<file path="config.mk">
export PLATFORM = sky130hd
export DESIGN_NAME = display_scan_ctrl
export DESIGN_NICKNAME = d
export VERILOG_FILES = /design/src/rtl/display_scan_ctrl_pkg.sv /design/src/rtl/display_scan_ctrl_timing.sv /design/src/rtl/display_scan_ctrl.sv
export SDC_FILE = /design/constraint.sdc
export NUM_CORES = 1
export LEC_CHECK = 0
export ABC_AREA = 1
export BUFFER_PORTS_ARGS = -buffer_cell sky130_fd_sc_hd__buf_2
export CORE_MARGIN = 2
export CORE_UTILIZATION = 45
export DETAILED_ROUTE_END_ITERATION = 8
export PLACE_DENSITY = 0.69
export SYNTH_ARGS = -nofsm -noshare
export SYNTH_HDL_FRONTEND = slang
export SYNTH_HIERARCHICAL = 1
export SYNTH_SLANG_ARGS = --single-unit
</file>
<file path="constraint.sdc">
create_clock -name i_clock -period 3.42 [get_ports i_clock]
set_clock_uncertainty 0.2 [all_clocks]
set_input_delay 1.026 -clock i_clock [delete_from_list [all_inputs] [get_ports i_clock]]
set_output_delay 1.026 -clock i_clock [all_outputs]
set_load 0.1 [all_outputs]
</file>
<file path="src/rtl/display_scan_ctrl_pkg.sv">
// Shared definitions for the display scan controller: default raster timing,
// counter/address widths, RGB byte-lane mapping and pipeline payload types.
package display_scan_ctrl_pkg;

    localparam int unsigned DEF_H_ACTIVE = 10;
    localparam int unsigned DEF_H_FP     = 2;
    localparam int unsigned DEF_H_SYNC   = 3;
    localparam int unsigned DEF_H_BP     = 3;
    localparam int unsigned DEF_V_ACTIVE = 10;
    localparam int unsigned DEF_V_FP     = 1;
    localparam int unsigned DEF_V_SYNC   = 2;
    localparam int unsigned DEF_V_BP     = 1;

    localparam int unsigned DEF_H_TOTAL  = DEF_H_ACTIVE + DEF_H_FP + DEF_H_SYNC + DEF_H_BP;
    localparam int unsigned DEF_V_TOTAL  = DEF_V_ACTIVE + DEF_V_FP + DEF_V_SYNC + DEF_V_BP;

    localparam int unsigned CNT_W        = 12;
    localparam int unsigned DEF_ADDR_W   = 20;

    // Buffer word lanes: B=[7:0], G=[15:8], R=[23:16]
    localparam int unsigned LANE_W       = 8;
    localparam int unsigned RGB_W        = 3 * LANE_W;
    localparam int unsigned LANE_B_LSB   = 0;
    localparam int unsigned LANE_G_LSB   = 8;
    localparam int unsigned LANE_R_LSB   = 16;

    typedef struct packed {
        logic [LANE_W-1:0] r;
        logic [LANE_W-1:0] g;
        logic [LANE_W-1:0] b;
    } rgb_t;

    // Control bits carried alongside the pixel through the align pipeline
    typedef struct packed {
        logic de;
        logic hs;
        logic vs;
        logic fs;
    } scan_ctl_t;

    // Assemble a buffer word from its three byte lanes
    function automatic rgb_t rgb_from_lanes(input logic [LANE_W-1:0] r,
                                            input logic [LANE_W-1:0] g,
                                            input logic [LANE_W-1:0] b);
        logic [RGB_W-1:0] w;
        w = '0;
        w[LANE_R_LSB +: LANE_W] = r;
        w[LANE_G_LSB +: LANE_W] = g;
        w[LANE_B_LSB +: LANE_W] = b;
        return rgb_t'(w);
    endfunction

endpackage

</file>
<file path="src/rtl/display_scan_ctrl_timing.sv">
// raster_timing_gen: h/v raster counters with active / sync / frame-edge decode.
// Ports:
//   i_clock, i_reset (async, active-high), i_enable (low holds counters at 0)
//   o_active_c  - current position is an active pixel
//   o_hsync_c   - position inside the hsync window
//   o_vsync_c   - position inside the vsync lines
//   o_first_c   - position is h=0, v=0
//   o_last_c    - position is the last cycle of the frame
module raster_timing_gen
    import display_scan_ctrl_pkg::*;
#(
    parameter int unsigned H_ACTIVE = DEF_H_ACTIVE,
    parameter int unsigned H_FP     = DEF_H_FP,
    parameter int unsigned H_SYNC   = DEF_H_SYNC,
    parameter int unsigned H_BP     = DEF_H_BP,
    parameter int unsigned V_ACTIVE = DEF_V_ACTIVE,
    parameter int unsigned V_FP     = DEF_V_FP,
    parameter int unsigned V_SYNC   = DEF_V_SYNC,
    parameter int unsigned V_BP     = DEF_V_BP
)(
    input  logic i_clock,
    input  logic i_reset,
    input  logic i_enable,
    output logic o_active_c,
    output logic o_hsync_c,
    output logic o_vsync_c,
    output logic o_first_c,
    output logic o_last_c
);

    localparam int unsigned H_TOTAL = H_ACTIVE + H_FP + H_SYNC + H_BP;
    localparam int unsigned V_TOTAL = V_ACTIVE + V_FP + V_SYNC + V_BP;
    localparam int unsigned HS_BEG  = H_ACTIVE + H_FP;
    localparam int unsigned HS_END  = HS_BEG + H_SYNC;
    localparam int unsigned VS_BEG  = V_ACTIVE + V_FP;
    localparam int unsigned VS_END  = VS_BEG + V_SYNC;

    logic [CNT_W-1:0] r_h_cnt;
    logic [CNT_W-1:0] r_v_cnt;
    logic             w_h_wrap;
    logic             w_v_wrap;

    assign w_h_wrap = (r_h_cnt == CNT_W'(H_TOTAL - 1));
    assign w_v_wrap = (r_v_cnt == CNT_W'(V_TOTAL - 1));

    // Raster counters; disabled scan parks at the frame origin
    always_ff @(posedge i_clock or posedge i_reset) begin
        if (i_reset) begin
            r_h_cnt <= '0;
            r_v_cnt <= '0;
        end else if (!i_enable) begin
            r_h_cnt <= '0;
            r_v_cnt <= '0;
        end else if (w_h_wrap) begin
            r_h_cnt <= '0;
            r_v_cnt <= w_v_wrap ? '0 : r_v_cnt + CNT_W'(1);
        end else begin
            r_h_cnt <= r_h_cnt + CNT_W'(1);
        end
    end

    assign o_active_c = (r_h_cnt < CNT_W'(H_ACTIVE)) && (r_v_cnt < CNT_W'(V_ACTIVE));
    assign o_hsync_c  = (r_h_cnt >= CNT_W'(HS_BEG)) && (r_h_cnt < CNT_W'(HS_END));
    assign o_vsync_c  = (r_v_cnt >= CNT_W'(VS_BEG)) && (r_v_cnt < CNT_W'(VS_END));
    assign o_first_c  = (r_h_cnt == '0) && (r_v_cnt == '0);
    assign o_last_c   = w_h_wrap && w_v_wrap;

endmodule

</file>
<file path="src/rtl/display_scan_ctrl.sv">
// display_scan_ctrl: frame-buffer read-side scanner. Issues one read per active
// pixel, captures the returned RGB word and emits a sync-aligned pixel stream.
// Owns the double-buffer select, swapped only at frame end.
// Ports:
//   i_clock, i_reset (async, active-high), i_enable, i_swap_req
//   i_din_b/g/r        - buffer read data, one clock after o_rd_addr/o_rd_en
//   o_rd_addr, o_rd_en - buffer read request; o_rd_sel picks buffer 1 (0) / 2 (1)
//   o_swap_ack         - one-clock pulse when o_rd_sel toggles
//   o_pix_r/g/b, o_pix_de, o_hsync, o_vsync, o_frame_start - pixel stream
module display_scan_ctrl
    import display_scan_ctrl_pkg::*;
#(
    parameter int unsigned H_ACTIVE = DEF_H_ACTIVE,
    parameter int unsigned H_FP     = DEF_H_FP,
    parameter int unsigned H_SYNC   = DEF_H_SYNC,
    parameter int unsigned H_BP     = DEF_H_BP,
    parameter int unsigned V_ACTIVE = DEF_V_ACTIVE,
    parameter int unsigned V_FP     = DEF_V_FP,
    parameter int unsigned V_SYNC   = DEF_V_SYNC,
    parameter int unsigned V_BP     = DEF_V_BP,
    parameter int unsigned ADDR_W   = DEF_ADDR_W
)(
    input  logic              i_clock,
    input  logic              i_reset,
    input  logic              i_enable,
    input  logic              i_swap_req,
    input  logic [LANE_W-1:0] i_din_b,
    input  logic [LANE_W-1:0] i_din_g,
    input  logic [LANE_W-1:0] i_din_r,
    output logic [ADDR_W-1:0] o_rd_addr,
    output logic              o_rd_en,
    output logic              o_rd_sel,
    output logic              o_swap_ack,
    output logic              o_frame_start,
    output logic [LANE_W-1:0] o_pix_r,
    output logic [LANE_W-1:0] o_pix_g,
    output logic [LANE_W-1:0] o_pix_b,
    output logic              o_pix_de,
    output logic              o_hsync,
    output logic              o_vsync
);

    logic              w_active;
    logic              w_hs;
    logic              w_vs;
    logic              w_first;
    logic              w_last;
    logic [ADDR_W-1:0] w_cur_addr;
    logic              w_swap_now;
    scan_ctl_t         w_ctl0;
    rgb_t              w_din;

    logic [ADDR_W-1:0] r_pix_addr;
    logic [ADDR_W-1:0] r_rd_addr;
    logic              r_swap_pend;
    logic              r_rd_sel;
    logic              r_swap_ack;
    scan_ctl_t         r_ctl1;
    scan_ctl_t         r_ctl2;
    scan_ctl_t         r_ctl3;
    rgb_t              r_pix;

    raster_timing_gen #(
        .H_ACTIVE (H_ACTIVE),
        .H_FP     (H_FP),
        .H_SYNC   (H_SYNC),
        .H_BP     (H_BP),
        .V_ACTIVE (V_ACTIVE),
        .V_FP     (V_FP),
        .V_SYNC   (V_SYNC),
        .V_BP     (V_BP)
    ) u_raster (
        .i_clock    (i_clock),
        .i_reset    (i_reset),
        .i_enable   (i_enable),
        .o_active_c (w_active),
        .o_hsync_c  (w_hs),
        .o_vsync_c  (w_vs),
        .o_first_c  (w_first),
        .o_last_c   (w_last)
    );

    // Running pixel address equals v*H_ACTIVE+h; frame origin restarts it at 0
    assign w_cur_addr = w_first ? '0 : r_pix_addr;

    always_ff @(posedge i_clock or posedge i_reset) begin
        if (i_reset) begin
            r_pix_addr <= '0;
            r_rd_addr  <= '0;
        end else if (!i_enable) begin
            r_pix_addr <= '0;
            r_rd_addr  <= '0;
        end else if (w_active) begin
            r_pix_addr <= w_cur_addr + ADDR_W'(1);
            r_rd_addr  <= w_cur_addr;
        end else begin
            r_rd_addr  <= '0;
        end
    end

    // A request landing on the very last frame cycle swaps without pending
    assign w_swap_now = i_enable && w_last && (r_swap_pend || i_swap_req);

    always_ff @(posedge i_clock or posedge i_reset) begin
        if (i_reset) begin
            r_swap_pend <= 1'b0;
            r_rd_sel    <= 1'b0;
            r_swap_ack  <= 1'b0;
        end else begin
            r_swap_ack <= 1'b0;
            if (w_swap_now) begin
                r_rd_sel    <= ~r_rd_sel;
                r_swap_ack  <= 1'b1;
                r_swap_pend <= 1'b0;
            end else if (i_swap_req) begin
                r_swap_pend <= 1'b1;
            end
        end
    end

    // Stage-0 control word; everything forced low while disabled
    always_comb begin
        w_ctl0    = '0;
        w_ctl0.de = i_enable && w_active;
        w_ctl0.hs = i_enable && w_hs;
        w_ctl0.vs = i_enable && w_vs;
        w_ctl0.fs = i_enable && w_first && w_active;
    end

    assign w_din = rgb_from_lanes(i_din_r, i_din_g, i_din_b);

    // Three-stage align: read issue, buffer latency, pixel capture
    always_ff @(posedge i_clock or posedge i_reset) begin
        if (i_reset) begin
            r_ctl1 <= '0;
            r_ctl2 <= '0;
            r_ctl3 <= '0;
            r_pix  <= '0;
        end else begin
            r_ctl1 <= w_ctl0;
            r_ctl2 <= r_ctl1;
            r_ctl3 <= r_ctl2;
            r_pix  <= r_ctl2.de ? w_din : '0;
        end
    end

    assign o_rd_addr     = r_rd_addr;
    assign o_rd_en       = r_ctl1.de;
    assign o_rd_sel      = r_rd_sel;
    assign o_swap_ack    = r_swap_ack;
    assign o_frame_start = r_ctl3.fs;
    assign o_pix_r       = r_pix.r;
    assign o_pix_g       = r_pix.g;
    assign o_pix_b       = r_pix.b;
    assign o_pix_de      = r_ctl3.de;
    assign o_hsync       = r_ctl3.hs;
    assign o_vsync       = r_ctl3.vs;

endmodule

</file>
==> flow_summary.toml <==
[run_status]
outcome = "finished, final reports clean"

[worst_hold_path]
holdCritStartpoint = "r_ctl2[1]"
hold_path_class = "register to register"

[worst_setup_path]
crit_type = "register to register"
startpoint_type = "register"
path_max_fanout = 8
worstSetupStartpoint = "u_raster/r_v_cnt[4]"
cp.arrival_ps = 2670
max_stage_delay_ps = 460
cp-end-kind = "register"
cp_cell_sequence = "nor2_1 > nand2_1 > nor2_4 > nand4_1 > nor3_2 > nor2_1 > ha_1 > inv_1 > nor3_4 > nand3b_4 > nor2_4 > nand3_1 > nand3_1"
slowest_stage = "dfrtp_1"
cp_data_required_time_ps = 3470
rr_startpoint = "u_raster/r_v_cnt[4]"

[placement]
place_inst = 779
portBuffers = 78
gp_congestion = 0.868
dp_hpwl_um = 7150

[yosys]
ys_types = 33
ys_seq_area_share_pct = 54.7
yosysWarnings = 6
synth_edf_count = 0
synth_cells = 574
synth_area_leaders = "dfrtp_1, nand2_1, inv_1, nor2_1, nand3_1"
synth_nets = 609
synth_ff_type = "dfrtp_1"
yosys-top-cells-count = "nand2_1, dfrtp_1, inv_1, nor2_1, nand3_1"
yosys_register_bits = 103
synthArstFlopShare_pct = 100
synth_top_area_share_pct = 54.7
syn-mean-instance-area_um2 = 8.21
synth_area_um2 = 4710
yosys.cell_count.top_type = "nand2_1"
yosysTopAreaCell = "dfrtp_1"

[power_and_ir_drop]
p_switching_uw = 707
seq_power_share_pct = 55.0
p_comb_share_pct = 12.6
leakage_nw = 2.97
peakVddDrop_uv = 185
p_per_area_nw_per_um2 = 419
clock_power_share_pct = 32.4
swShare_pct = 30.9
intPower_mw = 1.58

[detailed_routing]
vias = 3916
wire_per_inst_um = 12.6
via_per_inst = 4.93
ant_nets = 0
initialDrtViolationCount = 309
drc = 0
wirelength_um = 10000
drt-pass1-iter-count = 7

[clocking]
clk_latency_ps = 370
holdBufCountCts = 0
post_cts_buffers = 0
clkSlewWorstSetupHoldPaths_ps = 100
h-tree-depth = 3
cts.path.max_buffers = 2
clkSinkCount = 103
cts-root-buf = "clkbuf_8"
cts_buffers = 9
ctsResizeCount = 0
cts_tree = "yes"

[cells_and_area]
area_growth_syn_to_layout_pct = 15.7
insertedDiodeCount = 0
final_nets = 689
drive_above_1_share_pct = 19.1
instances_no_fill = 795

[sta]
max_freq_mhz = 382
finalHoldViolCount = 0
slew_headroom_pct = 48.3
rsz0062_at_grt = "no"
slew_violations = 0
setup_viol = 0
period_needed_ps = 2620
tightest_slew_ps = 776
fin_tns_setup_ps = 0
min_period_over_period_pct = 76.6

[floorplan]
start_util_pct = 46.1
core_area_um2 = 10200
die_width_um = 106
rows = 37
die_h_um = 106
dieArea_um2 = 11300
ios = 79

[global_route]
grt-ovfl-total = 0
grtUsageTotal_pct = 18.6
grt_max_degree = 52
grt_pass1_wl_um = 17100
antenna_found_initial = 0
grt_pass1_vias = 3788

[run]
maxCapViolCount = 0
## critical path: cells and delay by family, from the launching register on
family | cells | cell delay, ps
AND/OR/NAND/NOR | 11 | 1520
flip-flops | 1 | 460
adder cells (fa/ha/maj) | 1 | 220
buffers and inverters | 1 | 100
## routing by layer
| metal | vias to the layer above | part of all wire, % | global-route usage (%) |
|---|---|---|---|
| li1 | 1933 | - | - |
| met1 | 1831 | 47 | 25.2 |
| met2 | 136 | 45 | 29.6 |
| met3 | 16 | 6.8 | 3.19 |
| met4 | 0 | 1.8 | 7.71 |
| met5 | - | 0 | 0 |
## layout by cell type, fill, tap and decap left out, drive strengths merged, types with 2 or more instances in the layout
| cell type | instances |
|---|---|
| nand2 | 152 |
| dfrtp | 103 |
| inv | 96 |
| nor2 | 85 |
| buf | 83 |
| nand3 | 46 |
| o21ai | 27 |
| a21oi | 13 |
| nor3 | 12 |
| nand4 | 10 |
| clkbuf | 9 |
| ha | 7 |
| xor2 | 3 |
| clkinv | 3 |
| o22ai | 2 |
| clkinvlp | 2 |
## through the flow
stage	utilization, %	instance area (um^2)	power, mW	setup slack (ps)	hold WS [ps]
6_report	53.3	5460	2.29	800	156
4_1_cts	53.3	5460	2.32	811	158
5_1_grt	53.3	5460	2.40	569	173
3_3_place_gp	51.4	5260	1.57	909	133
3_5_place_dp	51.4	5260	1.57	819	135
2_1_floorplan	-	4710	1.50	171	131
## final cells by class
| type | instances | area, um^2 |
|---|---|---|
| sequential | 103 | 2580 |
| tap | 136 | 170 |
| fill | 928 | 4770 |
| clock inverter | 7 | 73.8 |
| multi-input combinational | 363 | 1710 |
| inverter | 94 | 359 |
| clock buffer | 9 | 124 |
| timing repair buffer | 83 | 440 |
## registers in the layout, indices dropped and copies added (netlist names)
name,cells
r_pix_addr,20
r_ctl2,4
o_pix_r,8
u_raster/r_h_cnt,12
o_pix_b,8
o_pix_de,1
u_raster/r_v_cnt,12
o_hsync,1
o_swap_ack,1
o_vsync,1
o_frame_start,1
o_rd_en,1
o_pix_g,8
o_rd_sel,1
r_swap_pend,1
r_ctl1,3
o_rd_addr,20
## power by group through the flow
| stage | clock [mW] | combinational (mW) | sequential [mW] |
|---|---|---|---|
| finish | 0.742 | 0.288 | 1.26 |
| global route | 0.826 | 0.309 | 1.26 |
| CTS | 0.769 | 0.291 | 1.26 |
| detailed placement | 0 | 0.291 | 1.28 |
| global placement | 0 | 0.288 | 1.28 |
| floorplan | 0 | 0.0855 | 1.42 |
## cells by family after synthesis
logic type	count (synthesis)	synth area share, %
AOI/OAI and AO/OA	45	5.04
xor gates and xnor gates	4	0.743
DFF	103	54.7
buffers and inverters	108	9.13
and+or+nand+nor	307	28.6
adders and majority gates	7	1.86
## path summary, 6_finish.rpt
path / slack (ps) / cells after the start / end
max: 800 / 13 / r_pix_addr[16]
min: 160 / 0 / o_vsync
max reg2reg: 800 / 13 / r_pix_addr[16]
min reg2reg: 160 / 0 / o_vsync
max in group asynchronous: 1940 / 3 / r_pix_addr[10]
min in group asynchronous: 460 / 2 / o_pix_b[1]
Note: power is estimated with default switching activity, not from simulation.
